**src/rtl/femto_bus_fabric.sv**
```systemverilog
// Address decoder, strobe steering and read-data mux between FemtoRV32 and NSLAVES peripherals.
// Optional bus timeout/abort logic is compiled in with `define FEMTO_BUS_TIMEOUT_EN.
module femto_bus_fabric #(
  parameter int                    NSLAVES       = 4,
  parameter logic [NSLAVES*16-1:0] SLAVE_BASE    = {16'h0001, 16'h0040, 16'h0001, 16'h0000},
  parameter int                    DEFAULT_SLAVE = 0,
  parameter int                    TIMEOUT       = 1023,
  parameter logic [31:0]           ERR_RDATA     = 32'hDEAD_BEEF
) (
  input  logic                    clk,
  input  logic                    resetn,
  input  logic [31:0]             mem_addr,
  input  logic                    mem_rstrb,
  input  logic [3:0]              mem_wmask,
  output logic [31:0]             mem_rdata,
  output logic                    mem_rbusy,
  output logic                    mem_wbusy,
  output logic [NSLAVES-1:0]      s_rd,
  output logic [NSLAVES-1:0]      s_wr,
  input  logic [NSLAVES*32-1:0]   s_rdata,
  input  logic [NSLAVES-1:0]      s_rbusy,
  input  logic [NSLAVES-1:0]      s_wbusy,
  input  logic                    err_clr,
  output logic                    bus_err,
  output logic [31:0]             err_addr
);
  // state   | meaning
  // IDLE    | no access outstanding, CPU strobes accepted
  // RD_WAIT | read issued to rsel, waiting for its rbusy to fall
  // WR_WAIT | write issued to wsel, waiting for its wbusy to fall
  // DRAIN   | access aborted, CPU released, waiting for the slave to finish
  typedef enum logic [1:0] {IDLE, RD_WAIT, WR_WAIT, DRAIN} state_t;

  localparam int             SW      = (NSLAVES > 1) ? $clog2(NSLAVES) : 1;
  localparam logic [SW-1:0]  DEF_SEL = SW'(DEFAULT_SLAVE);

  state_t        state_q, state_d;
  logic [SW-1:0] dsel, rsel_q, rsel_d, wsel_q, wsel_d;
  logic          wr_req, rd_req, in_idle;
  logic          rd_busy_sel, wr_busy_sel, abort, drain_busy, err_rd;
  logic [31:0]   rdata_arr [NSLAVES];

  assign wr_req      = |mem_wmask;
  assign rd_req      = mem_rstrb & ~wr_req;
  assign in_idle     = (state_q == IDLE);
  assign rd_busy_sel = s_rbusy[rsel_q];
  assign wr_busy_sel = s_wbusy[wsel_q];

  // Scan downwards so the lowest matching index is the one left standing.
  always_comb begin
    dsel = DEF_SEL;
    for (int i = NSLAVES - 1; i >= 0; i--) begin
      if (mem_addr[31:16] == SLAVE_BASE[16*i +: 16]) dsel = SW'(i);
    end
  end

  always_comb begin
    for (int i = 0; i < NSLAVES; i++) rdata_arr[i] = s_rdata[32*i +: 32];
  end

`ifdef FEMTO_BUS_TIMEOUT_EN
  logic [9:0]  cnt_q, cnt_d;
  logic        op_wr_q, op_wr_d, err_rd_q, err_rd_d, bus_err_q, bus_err_d;
  logic [31:0] addr_q, addr_d, err_addr_q, err_addr_d;
  logic        cnt_hit;

  assign cnt_hit    = (cnt_q + 10'd1) == 10'(TIMEOUT);
  assign abort      = cnt_hit & (((state_q == RD_WAIT) & rd_busy_sel) |
                                 ((state_q == WR_WAIT) & wr_busy_sel));
  assign drain_busy = op_wr_q ? wr_busy_sel : rd_busy_sel;

  always_comb begin
    cnt_d      = cnt_q;
    op_wr_d    = op_wr_q;
    err_rd_d   = err_rd_q;
    bus_err_d  = bus_err_q;
    addr_d     = addr_q;
    err_addr_d = err_addr_q;
    if (in_idle) begin
      cnt_d = '0;
      if (wr_req | mem_rstrb) begin
        addr_d  = mem_addr;
        op_wr_d = wr_req;
      end
      if (rd_req) err_rd_d = 1'b0;
    end else if ((state_q == RD_WAIT & rd_busy_sel) | (state_q == WR_WAIT & wr_busy_sel)) begin
      cnt_d = cnt_q + 10'd1;
    end
    if (abort & (state_q == RD_WAIT)) err_rd_d = 1'b1;
    if (err_clr) bus_err_d = 1'b0;
    // Set beats clear; only the first abort since the last clear records its address.
    if (abort) begin
      bus_err_d = 1'b1;
      if (!bus_err_q) err_addr_d = addr_q;
    end
  end

  always_ff @(posedge clk) begin
    if (!resetn) begin
      cnt_q      <= '0;
      op_wr_q    <= 1'b0;
      err_rd_q   <= 1'b0;
      bus_err_q  <= 1'b0;
      addr_q     <= '0;
      err_addr_q <= '0;
    end else begin
      cnt_q      <= cnt_d;
      op_wr_q    <= op_wr_d;
      err_rd_q   <= err_rd_d;
      bus_err_q  <= bus_err_d;
      addr_q     <= addr_d;
      err_addr_q <= err_addr_d;
    end
  end

  assign err_rd   = err_rd_q;
  assign bus_err  = bus_err_q;
  assign err_addr = err_addr_q;
`else
  logic unused_sink;

  assign abort       = 1'b0;
  assign drain_busy  = 1'b0;
  assign err_rd      = 1'b0;
  assign bus_err     = 1'b0;
  assign err_addr    = '0;
  assign unused_sink = ^{err_clr, mem_addr[15:0]};
`endif

  always_ff @(posedge clk) begin
    if (!resetn) begin
      state_q <= IDLE;
      rsel_q  <= DEF_SEL;
      wsel_q  <= DEF_SEL;
    end else begin
      state_q <= state_d;
      rsel_q  <= rsel_d;
      wsel_q  <= wsel_d;
    end
  end

  always_comb begin
    state_d = state_q;
    rsel_d  = rsel_q;
    wsel_d  = wsel_q;
    case (state_q)
      IDLE: begin
        if (wr_req) begin
          state_d = WR_WAIT;
          wsel_d  = dsel;
        end else if (mem_rstrb) begin
          state_d = RD_WAIT;
          rsel_d  = dsel;
        end
      end
      RD_WAIT: begin
        if (!rd_busy_sel) state_d = IDLE;
        else if (abort)   state_d = DRAIN;
      end
      WR_WAIT: begin
        if (!wr_busy_sel) state_d = IDLE;
        else if (abort)   state_d = DRAIN;
      end
      DRAIN:   if (!drain_busy) state_d = IDLE;
      default: state_d = IDLE;
    endcase
  end

  always_comb begin
    s_rd      = '0;
    s_wr      = '0;
    mem_rbusy = 1'b0;
    mem_wbusy = 1'b0;
    mem_rdata = err_rd ? ERR_RDATA : rdata_arr[rsel_q];
    case (state_q)
      IDLE: begin
        if (resetn) begin
          s_rd[dsel] = rd_req;
          s_wr[dsel] = wr_req;
          mem_rbusy  = rd_req & s_rbusy[dsel];
          mem_wbusy  = wr_req & s_wbusy[dsel];
          if (rd_req) mem_rdata = rdata_arr[dsel];
        end
      end
      RD_WAIT: begin
        mem_rbusy = resetn & rd_busy_sel & ~abort;
        if (abort) mem_rdata = ERR_RDATA;
      end
      WR_WAIT: mem_wbusy = resetn & wr_busy_sel & ~abort;
      default: ;
    endcase
  end
endmodule

```
**config.mk**
```make
export PLATFORM = sky130hd
export DESIGN_NAME = femto_bus_fabric
export DESIGN_NICKNAME = d
export VERILOG_FILES = /design/src/rtl/femto_bus_fabric.sv
export SDC_FILE = /design/constraint.sdc
export NUM_CORES = 1
export LEC_CHECK = 0
export CORE_MARGIN = 2
export CORE_UTILIZATION = 32
export CTS_CLUSTER_SIZE = 20
export DETAILED_ROUTE_END_ITERATION = 12
export PLACE_DENSITY = 0.87
export SYNTH_ARGS = -nofsm -noshare
export SYNTH_HDL_FRONTEND = slang
export SYNTH_SLANG_ARGS = --single-unit
```
**constraint.sdc**
```tcl
create_clock -name clk -period 2.75 [get_ports clk]
set_clock_uncertainty 0.1 [all_clocks]
set_input_delay 0.55 -clock clk [delete_from_list [all_inputs] [get_ports clk]]
set_output_delay 0.55 -clock clk [all_outputs]
set_load 0.03 [all_outputs]
```
==> reports/results.tsv <==
metric	value	unit
final wirelength	13700	um
Fmax achieved	342	MHz
sequential area share after synthesis	4.37	%
Initial Util	33.3	%
Max Slew Vio Count	0	
WS Path Type	input pin to output pin	
Most used DFF post-synth	dfxtp_1	
Crit-path slowest cell	nor4_4	
Area Overhead vs Synth	109	%
Crit path max-delay family	buffers and inverters	
Reg area	123	um2
largest family of logic cells by synthesized area	compound AO/OA/AOI/OAI gates	
Yosys reg bits	6	
maximum fanout along the worst path	8	
final worst-path cycle share	106	%
met3 Use GR	4.12	%
met2 Resource Use GR	53.7	%
Post-Place Cell Area	4960	um2
area taken by multi-input logic gates	2780	um2
Bufs and invs on worst path	5	
gpl congestion	0.881	
Post-synth EDFFs	0	
min-delay worst type	flip-flop to flip-flop	
Mapped Avg Cell Area	8.41	um2
DRT iter0 DRCs	181	
worst slack, placed	-0.620	ns
setup violators final	34	
clk sinks	6	
CTS Buffer Depth	2	
# port buffers	198	
adder-cell share of the synthesized area	0	%
top cell type's share of synthesized area	27.8	%
pin count of the biggest net entering global routing	35	
Clk pin slew, worst setup/hold paths	0.04	ns
WL/cell	20.8	um
Worst setup SP type	input pin	
Antenna Nets Post-Route	0	
fillcell total	587	
hold path startpoint	wsel_q[1]	
count of cell types in the netlist	42	
total of max-cap violations	0	
count leader, synth	nand2_1	
xor and xnor fraction of the mapped netlist area	0	%
Ys Warns	0	
Compound-Gate Fraction of Synth Area	29.6	%
met1 Usage GRT	29.1	%
GRT busiest layer	met2	
RSZ-0062 raised after global routing	true	
Max VDD drop	176	uV
CTS buffer count	3	
CP max stage delay	0.35	ns
chip width	96.7	um
post-route DRC violation count	0	
Worst-Skew Late Latency	0.23	ns
drt pass-1 iters	4	
status	finished with violations	
post-DP HPWL	9320	um
DIE AREA	9360	um2
Die Span Y	96.7	um
CTS tree	yes	
share of layout cells above drive strength 1	42.5	%
leading area contributor after synthesis	mux4_2	
ranking of synthesized cells by area	mux4_2 (28%), buf_4 (9.8%), o221ai_1 (5.7%)	
most used cell, CP	buf_6	
Synth top cells by count	nand2_1 (38), buf_4 (36), mux4_2 (34), nor2_1 (25), and2_1 (19)	
origin of the critical flop-to-flop path	rsel_q[0]	
H-tree levels	1	
Top Ports	251	
hold slack	0.461	ns
Vias/cell	5.85	
multiplexer area fraction after synthesis	28.6	%
GRT Residual Overflow	0	
first-pass GRT wire length	21100	um
Worst Path Required	2.10	ns
Critical Path AT	2.27	ns
failing checks	setup timing	
Final min period	2.92	ns
Post-Synth Simple-Gate Area	21.7	%
Inserted Diodes	0	
Placeable Area	8260	um2
Cell Chain, Critical Path	buf_6 -> nor4_4 -> buf_4 -> buf_6 -> and4_4 -> buf_8 -> a22o_1 -> nand2_1 -> a21oi_2 -> buf_6	
Post-Synthesis Cell Area	2750	um2
overall routing resource usage	27.7	%
nets@finish	733	
Setup crit end kind	output pin	
row count	33	
Worst Slack Setup Final	-0.171	ns
Worst setup startpoint	mem_addr[23]	
Final Cell Area	5760	um2
CTS root buf	clkbuf_8	
via count	3863	
# hold bufs at CTS	0	
vias in the first global route	4298	
Post-Syn Instances	327	
Power Density	157	nW/um2
Lkg Pwr	0.00214	uW
Setup TNS	-3.00	ns
ys async rst share	0	%
initial antenna violation count	0	
endpoints failing hold	0	
[worst register-to-register path: stages, from the launching register on]
cell	delay, ns
dfxtp_2	0.47
mux4_2	0.55
nand3b_1	0.13
buf_4	0.13
a21boi_0	0.07
[placed cells by master, fill, tap and decap left out, drive strengths merged, types with 4 or more instances in the layout]
cell / synthesis / routed
clkdlybuf4s50: 0 / 138
o221ai: 18 / 18
mux4: 34 / 34
o22ai: 18 / 18
a22o: 15 / 15
nand2: 38 / 38
nor3: 6 / 6
a21oi: 18 / 18
a221oi: 15 / 15
o21ai: 18 / 18
dlygate4sd2: 0 / 6
nor4: 4 / 4
conb: 1 / 35
dfxtp: 6 / 6
clkdlybuf4s15: 0 / 4
buf: 52 / 111
nor2: 26 / 26
and2: 19 / 19
[sequential cells by signal, indices dropped and copies added, names as in the netlist]
register  cells
rsel_q        2
state_q       2
wsel_q        2
[path summary, 6_finish.rpt]
path / endpoint / slack [ns] / cells after the start
setup / recovery: mem_rdata[29] / -0.17 / 10
hold / removal: wsel_q[1] / 0.46 / 2
setup reg to reg: state_q[0] / 1.17 / 4
hold reg to reg: wsel_q[1] / 0.46 / 2
[power by group]
| part | leakage [uW] | internal [uW] | switching [uW] |
|---|---|---|---|
| clock network | 0.0000216 | 94.6 | 43.9 |
| registers | 0.0000497 | 89.0 | 3.00 |
| logic | 0.00206 | 352 | 321 |
[kinds of logic after synthesis]
| group | count (synthesis) |
|---|---|
| and+or+nand+nor | 108 |
| AOI/OAI and AO/OA | 107 |
| buffers and inverters | 69 |
| muxes | 36 |
| DFF | 6 |
| other | 1 |
[per-layer routing]
layer | part of all wire, % | wire length [um]
met5 | 0 | 0
met4 | 3.6 | 495
met1 | 36 | 4880
met2 | 54 | 7460
met3 | 6.5 | 892
[timing repair]
action / in CTS / in global routing
pin swaps: 38 / 21
setup buffers: 14 / 3
gates cloned: 6 / 0
resized for setup: 156 / 39
endpoints found under the setup margin: 40 / 38
[final cells by class]
type | instances | share of cell area (%)
clock buffer | 3 | 0.717
inverter | 1 | 0.0652
multi-input combinational | 286 | 48.3
sequential | 6 | 2.13
tap | 105 | 2.28
timing repair buffer | 259 | 46.6
[stage by stage]
step / std cells / total power [uW] / utilization (%)
after floorplan: 361 / 401 / -
after global placement: 635 / 700 / 60.1
after detailed placement: 635 / 716 / 60.1
after CTS: 658 / 880 / 67.9
after global routing: 660 / 948 / 69.7
final: 660 / 904 / 69.7
No activity file was read; power rests on OpenSTA's default activity.
